===== src/rtl/dmem_arb_pkg.sv =====
// rtl/dmem_arb_pkg.sv - shared types and default sizes for the data-memory arbiter
package dmem_arb_pkg;
  localparam int DEF_DATA_W = 32;
  localparam int DEF_ADDR_W = 32;
  localparam int DEF_DEPTH  = 256;

  typedef enum logic [1:0] {IDLE, ISSUE, RESP} state_t;
  typedef logic port_t;
endpackage


===== src/rtl/rr_arbiter2.sv =====
// rtl/rr_arbiter2.sv - two-way round-robin grant with a last-winner pointer
module rr_arbiter2
  import dmem_arb_pkg::*;
(
  input  logic       clk,
  input  logic       reset,
  input  logic [1:0] req,
  input  logic       update,
  output logic [1:0] gnt
);

  port_t last;

  always_comb begin
    gnt = req;
    if (req == 2'b11) gnt = (last == 1'b0) ? 2'b10 : 2'b01;
  end

  // Pointer starts at port 1 so that port 0 wins the first tie.
  always_ff @(posedge clk or posedge reset) begin
    if (reset) last <= 1'b1;
    else if (update && (gnt != 2'b00)) last <= gnt[1];
  end

endmodule


===== src/rtl/dmem_arbiter.sv =====
// rtl/dmem_arbiter.sv - two-port single-memory arbiter, fixed 2-cycle response latency
module dmem_arbiter
  import dmem_arb_pkg::*;
#(
  parameter int DATA_W = DEF_DATA_W,
  parameter int ADDR_W = DEF_ADDR_W,
  parameter int DEPTH  = DEF_DEPTH
) (
  input  logic                     clk,
  input  logic                     reset,
  input  logic                     rq0_valid,
  input  logic                     rq0_we,
  input  logic [ADDR_W-1:0]        rq0_addr,
  input  logic [DATA_W-1:0]        rq0_wdata,
  output logic                     rq0_ready,
  output logic                     rq0_rvalid,
  output logic [DATA_W-1:0]        rq0_rdata,
  output logic                     rq0_err,
  input  logic                     rq1_valid,
  input  logic                     rq1_we,
  input  logic [ADDR_W-1:0]        rq1_addr,
  input  logic [DATA_W-1:0]        rq1_wdata,
  output logic                     rq1_ready,
  output logic                     rq1_rvalid,
  output logic [DATA_W-1:0]        rq1_rdata,
  output logic                     rq1_err,
  output logic                     mem_en,
  output logic                     mem_we,
  output logic [$clog2(DEPTH)-1:0] mem_addr,
  output logic [DATA_W-1:0]        mem_wdata,
  input  logic [DATA_W-1:0]        mem_rdata
);

  localparam int AW = $clog2(DEPTH);

  state_t            state;
  port_t             owner;
  logic              own_we;
  logic              own_err;
  logic [1:0]        gnt;
  logic [1:0]        ready;
  logic              accept;
  logic              sel_we;
  logic [ADDR_W-1:0] sel_addr;
  logic [DATA_W-1:0] sel_wdata;
  logic              sel_bad;
  logic [DATA_W-1:0] resp_data;

  rr_arbiter2 u_arb (
    .clk    (clk),
    .reset  (reset),
    .req    ({rq1_valid, rq0_valid}),
    .update (accept),
    .gnt    (gnt)
  );

  assign ready     = (state == IDLE && !reset) ? gnt : 2'b00;
  assign rq0_ready = ready[0];
  assign rq1_ready = ready[1];
  assign accept    = |ready;

  assign sel_we    = gnt[1] ? rq1_we    : rq0_we;
  assign sel_addr  = gnt[1] ? rq1_addr  : rq0_addr;
  assign sel_wdata = gnt[1] ? rq1_wdata : rq0_wdata;
  assign sel_bad   = (sel_addr[1:0] != 2'b00) ||
                     ({2'b00, sel_addr[ADDR_W-1:2]} >= ADDR_W'(DEPTH));

  // Memory strobe is registered at acceptance so it lands exactly in ISSUE.
  always_ff @(posedge clk or posedge reset) begin
    if (reset) begin
      state     <= IDLE;
      owner     <= 1'b0;
      own_we    <= 1'b0;
      own_err   <= 1'b0;
      mem_en    <= 1'b0;
      mem_we    <= 1'b0;
      mem_addr  <= '0;
      mem_wdata <= '0;
    end else begin
      case (state)
        IDLE: begin
          if (accept) begin
            owner   <= gnt[1];
            own_we  <= sel_we;
            own_err <= sel_bad;
            mem_en  <= !sel_bad;
            mem_we  <= sel_we && !sel_bad;
            if (!sel_bad) begin
              mem_addr  <= sel_addr[AW+1:2];
              mem_wdata <= sel_wdata;
            end
            state <= ISSUE;
          end
        end
        ISSUE: begin
          mem_en <= 1'b0;
          mem_we <= 1'b0;
          state  <= RESP;
        end
        RESP:    state <= IDLE;
        default: state <= IDLE;
      endcase
    end
  end

  // Read data comes straight from the synchronous memory output during RESP.
  assign resp_data  = (own_we || own_err) ? '0 : mem_rdata;
  assign rq0_rvalid = (state == RESP) && (owner == 1'b0);
  assign rq1_rvalid = (state == RESP) && (owner == 1'b1);
  assign rq0_rdata  = rq0_rvalid ? resp_data : '0;
  assign rq1_rdata  = rq1_rvalid ? resp_data : '0;
  assign rq0_err    = rq0_rvalid && own_err;
  assign rq1_err    = rq1_rvalid && own_err;

endmodule


===== config.mk =====
export PLATFORM = sky130hd
export DESIGN_NAME = dmem_arbiter
export DESIGN_NICKNAME = d
export VERILOG_FILES = /design/src/rtl/dmem_arb_pkg.sv /design/src/rtl/rr_arbiter2.sv /design/src/rtl/dmem_arbiter.sv
export SDC_FILE = /design/constraint.sdc
export NUM_CORES = 1
export LEC_CHECK = 0
export ABC_AREA = 1
export BUFFER_PORTS_ARGS = -buffer_cell sky130_fd_sc_hd__buf_4
export CAP_MARGIN = 20
export CELL_PAD_IN_SITES_DETAIL_PLACEMENT = 0
export CELL_PAD_IN_SITES_GLOBAL_PLACEMENT = 2
export CORE_ASPECT_RATIO = 1.25
export CORE_MARGIN = 1
export CORE_UTILIZATION = 19
export CTS_BUF_LIST = sky130_fd_sc_hd__clkbuf_2 sky130_fd_sc_hd__clkbuf_4 sky130_fd_sc_hd__clkbuf_8
export CTS_CLUSTER_DIAMETER = 200
export DETAILED_ROUTE_END_ITERATION = 8
export PLACE_DENSITY = 0.94
export SYNTH_ARGS = -nofsm -noshare
export SYNTH_HDL_FRONTEND = slang
export SYNTH_SLANG_ARGS = --single-unit
export TNS_END_PERCENT = 5

===== constraint.sdc =====
create_clock -name clk -period 7.2 [get_ports clk]
set_input_delay 1.44 -clock clk [delete_from_list [all_inputs] [get_ports clk]]
set_output_delay 1.44 -clock clk [all_outputs]
set_load 0.05 [all_outputs]

* Yosys cells after proc, flatten, opt, wreduce, memory -nomap -nowiden
Index checks and enable logic that the tools add are counted.
** Cells by class
- Magnitude comparators :: 1
- Mux-type cells :: 15
- Bitwise operators :: 2
- Equality and inequality tests :: 4
- Reduce and logical (&&, ||, !) cells :: 19
** Operators by type and width (number)
- $mux W32 :: 5
- $ge A30 B9 Y1 const B :: 1
- $mux W2 :: 4
- $logic_and A1 B1 Y1 :: 7
- $reduce_bool A2 Y1 :: 3
- $eq A2 B2 Y1 const B :: 2
- $pmux W1 S2 :: 2
- $pmux W2 S2 :: 1
- $reduce_and A2 Y1 :: 2
- $mux W1 :: 3
- $reduce_and A3 Y1 :: 1
- $eq A2 B1 Y1 const B :: 1
- $logic_not A1 Y1 :: 2
- $logic_not A2 Y1 :: 1
- $logic_or A1 B1 Y1 :: 2
- $ne A2 B1 Y1 const B :: 1
- $not A1 Y1 :: 2
- $reduce_or A2 Y1 :: 1
** Storage, ports and cells
- Register bits :: 48
- Output and inout bits :: 112
- Input port bits :: 166

* Logic depth before layout (Yosys ltp)
- Depth in word-level cells :: 9
- Depth in mapped cells :: 12
- Gate-level depth less buffers :: 11

* Modules after synthesis
Synthesis repeated with hierarchy kept, for this count alone.
** Unflattened totals
- Cells, all modules :: 515
- Area, all modules :: 3216.8 um^2
** By module, submodules not included
- dmem_arbiter :: seq. area each 1176.1 um^2, times used 1, cells each 506, area an instance 3151.8 um^2
- rr_arbiter2 :: seq. area each 26.3 um^2, times used 1, cells each 9, area an instance 65.1 um^2

* Worst setup path after synthesis
Ideal clock, no wire load.
- Kind :: input-to-output
- Start point :: in reset
- End point :: out rq0_ready
- Arrival time :: 3.473 ns
- Path slack :: 2.287 ns
- Buffers on the path :: 0
- Stages on the path :: 3
- Cells stage by stage :: inv_1 -> nand3_2 -> nor2_1
** On the way
- Word-level cells in the longest chain between the ends :: 3
** RTL lines
- from (decl) :: line dmem_arbiter.sv:10 : input logic reset,
- $logic_not A1 Y1 (no source line)
- $logic_and A1 B1 Y1 :: line dmem_arbiter.sv:57 : assign ready = (state == IDLE && !reset) ? gnt : 2'b00;
- $mux W2 :: line dmem_arbiter.sv:57
- to (decl) :: line dmem_arbiter.sv:15 : output logic rq0_ready,
Every way passes these cells.

* Final worst setup path
- Start point :: in rq0_valid
- End point :: reg mem_wdata[23]
** On the way
- Word-level cells in the longest chain between the ends :: 7
- Elaborated cells on any way between the ends :: 11
- Classes of those cells :: 1 x order compare; 1 x eq/ne; 4 x mux; 1 x bitwise; 4 x reduce/logical
** RTL lines
- from (decl) :: line dmem_arbiter.sv:11 : input logic rq0_valid,
- $eq A2 B2 Y1 :: line rr_arbiter2.sv:16 : if (req == 2'b11) gnt = (last == 1'b0) ? 2'b10 : 2'b01;
- $mux W2 (*) :: line rr_arbiter2.sv:16
- $mux W32 :: line dmem_arbiter.sv:63 : assign sel_addr = gnt[1] ? rq1_addr : rq0_addr;
- $ge A30 B9 Y1 / $reduce_bool A2 Y1 (equally long branches) :: line dmem_arbiter.sv:66, dmem_arbiter.sv:65
- $logic_or A1 B1 Y1 :: line dmem_arbiter.sv:65 : assign sel_bad = (sel_addr[1:0] != 2'b00) ||
- $not A1 Y1 (no source line)
- $reduce_and A3 Y1 (no source line)
- to (signal assigned) :: line dmem_arbiter.sv:90 : mem_wdata <= sel_wdata;
- to (decl) :: line dmem_arbiter.sv:30 : output logic [DATA_W-1:0] mem_wdata,
Mark *: on every way between the ends. The rest lies on a longest branch, timed or not.
A chain may end at the register's enable or synchronous reset.

==> impl_metrics.json <==
{
  "fin_nets": 942,
  "min_period_ns": 4.35,
  "required_ns": 7.40,
  "crit_fanout": 50,
  "pwr-share-seq_pct": 37.7,
  "use_met2_pct": 26.8,
  "grt_pass1_wl_mm": 19.9,
  "drtAntennaViolNets": 0,
  "hold_viol_final": 0,
  "h-tree-depth": 2,
  "viasPerCell": 4.10,
  "clock_path_buffers": 2,
  "core_area_sq_um": 16700,
  "worstPathArrival_ns": 4.55,
  "fin_util_pct": 33.5,
  "cts_hold_buf": 0,
  "fin_total_pwr_mw": 0.761,
  "wl_mm": 12.7,
  "power_frac_comb_pct": 30.8,
  "cts.repair.resized": 0,
  "grt_pass1_vias": 3968,
  "rows": 53,
  "layout_commonest_cell": "buf_4",
  "drc_errors": 0,
  "crit_type": "input port to register",
  "grtUsageMet1_pct": 15.1,
  "die-area_sq_um": 17600,
  "ys_ff_latch": 48,
  "fp.dieH_um": 148,
  "grt_use_total_pct": 14.2,
  "clock-sinks": 48,
  "io_buffers": 277,
  "dieWidth_um": 119,
  "hpwl_mm": 9.76,
  "synthToLayoutAreaGrowth_pct": 72.8,
  "cts_setup_buffers": 0,
  "slew_headroom_pct": 28.1,
  "p_switching_mw": 0.242,
  "cp_cell_sequence": "buf_4 > nand2_1 > nand2_4 > inv_2 > nand2_1 > nand2_1 > nand2_1 > nor2_4 > nand2_4 > nand2_1 > nand2_1",
  "start_util_pct": 19.4,
  "synth_area_sq_um": 3240,
  "hold_path.class": "register to register",
  "holdWs_ns": 0.460,
  "status": "complete, no violations",
  "num_vias": 4090,
  "gr-total-overflow": 0,
  "drt-initial-drc-count": 75,
  "p_sw_share_pct": 31.8,
  "cts-root-buf": "clkbuf_8",
  "io_pins": 278,
  "cts.clk_slew.worst_paths_ns": 0.09,
  "fmax_mhz": 230,
  "syn_area_per_cell_sq_um": 6.20,
  "grt_max_degree": 65,
  "maxCapViolCount": 0,
  "slowest_stage": "nor2_4",
  "firstDrtPassIters": 4,
  "worst_pin_slew_ns": 1.08,
  "p_leak_nw": 3.31,
  "crit_path_frequent_cell": "nand2_1",
  "busiest_layer": "met2",
  "setup_viol": 0,
  "yosys_warnings": 0,
  "cts_buffers": 5,
  "ys_types": 21,
  "critPathLaunchType": "input port",
  "rsz0062_at_grt": "false",
  "finClkSkew_ns": 0.0164,
  "power.internal_mw": 0.519,
  "power_density_nw_per_um2": 136,
  "synthCells": 522,
  "fin_setup_tns_ns": 0,
  "cts_tree": "built",
  "avgRoutedWirePerCell_um": 12.7,
  "worstSkewPairLatency_ns": 0.31,
  "final_cell_mix": "buf_4 (279), nand2_1 (233), nor3_1 (66)",
  "synthesis.nets": 688,
  "yosysSeqAreaShare_pct": 37.1,
  "gp_congestion": 0.708,
  "antenna_found_initial": 0,
  "clock_power_share_pct": 31.5,
  "min_period_over_period_pct": 60.4,
  "endpoint_kind": "register",
  "diodes": 0,
  "met3_usage_pct": 4.67,
  "critPathMaxStageDelay_ns": 0.79,
  "report.final.slew_viol_count": 0,
  "irDropWorstVdd_v": 0.0000683,
  "drive_gt1_share_pct": 38.9
}
[registers in the layout, summed over array words and instances, names as in the netlist]
signal and cells:
mem_addr 8, mem_en 1, mem_wdata 32, mem_we 1, own_err 1, own_we 1, owner 1, state 2
u_arb.last 1
[synthesized netlist by cell type]
| master | n | area [sq um] |
|---|---|---|
| a21oi_1 | 1 | 5.00 |
| nand4_1 | 1 | 6.26 |
| o21ai_2 | 1 | 8.76 |
| nor2_4 | 1 | 11.3 |
| dfrtp_1 | 47 | 1180 |
| inv_2 | 2 | 7.51 |
| buf_6 | 5 | 56.3 |
| a21oi_4 | 1 | 16.3 |
| o21ai_0 | 3 | 15.0 |
| clkbuf_1 | 20 | 75.1 |
| dfstp_2 | 1 | 26.3 |
| buf_4 | 4 | 30.0 |
| nor3_1 | 66 | 330 |
| inv_1 | 53 | 199 |
| nand2_1 | 234 | 878 |
| nand3_1 | 43 | 215 |
| or2_2 | 3 | 18.8 |
| nand3_2 | 1 | 10.0 |
| buf_2 | 4 | 20.0 |
| nor2_1 | 29 | 109 |
| nand2_4 | 2 | 22.5 |
[power groups by stage]
stage               registers (mW)  logic, mW  clock network (mW)
CTS                          0.287      0.241               0.252
global placement             0.292      0.242                   0
finish                       0.287      0.235               0.240
detailed placement           0.293      0.240                   0
floorplan                    0.291      0.134                   0
global route                 0.289      0.264               0.260
[worst max-delay path, delay by kind of cell]
kind                   cells  cell delay [ns]
buffers and inverters      2             0.83
AND/OR/NAND/NOR            9             2.24
[cells by family after synthesis]
family                 share of synthesized area, %
AO/OA/AOI/OAI                                  1.39
buffers and inverters                          12.0
flip-flops                                     37.1
AND/OR/NAND/NOR                                49.5
[metrics by stage]
| stage | worst slack [ns] | cell area (sq um) | instances |
|---|---|---|---|
| 6_report | 2.85 | 5590 | 997 |
| 3_3_place_gp | 2.42 | 5430 | 988 |
| 2_1_floorplan | 2.29 | 3240 | 522 |
| 5_1_grt | 2.46 | 5590 | 997 |
| 4_1_cts | 2.71 | 5570 | 996 |
| 3_5_place_dp | 2.37 | 5430 | 988 |
[path summary, 6_finish.rpt]
check	startpoint	end	slack, ns	cells after the start
worst max-delay path	rq0_valid	mem_wdata[23]$_DFFE_PP0P_	2.85	11
worst min-delay path	state[1]$_DFFE_PP0P_	state[1]$_DFFE_PP0P_	0.46	1
worst max register to register	u_arb.last$_DFFE_PP1P_	mem_wdata[23]$_DFFE_PP0P_	3.73	10
worst min register to register	state[1]$_DFFE_PP0P_	state[1]$_DFFE_PP0P_	0.46	1
max in group asynchronous	reset	owner$_DFFE_PP0P_	5.46	3
min in group asynchronous	reset	mem_addr[2]$_DFFE_PP0P_	1.30	3
[layer usage]
| metal | up-vias | part of all wire [%] |
|---|---|---|
| met5 | - | 0 |
| met4 | 0 | 0.87 |
| met3 | 6 | 10 |
| met2 | 199 | 52 |
| met1 | 1766 | 37 |
| li1 | 2119 | - |
[area by class of cell]
class	count	area, sq um
Fill cell	1871	11100
Timing Repair Buffer	280	2120
Multi-Input combinational cell	386	1650
Sequential cell	48	1200
Tap cell	220	275
Inverter	55	206
Clock buffer	5	68.8
Clock inverter	3	68.8
No activity file was read; power rests on OpenSTA's default activity.
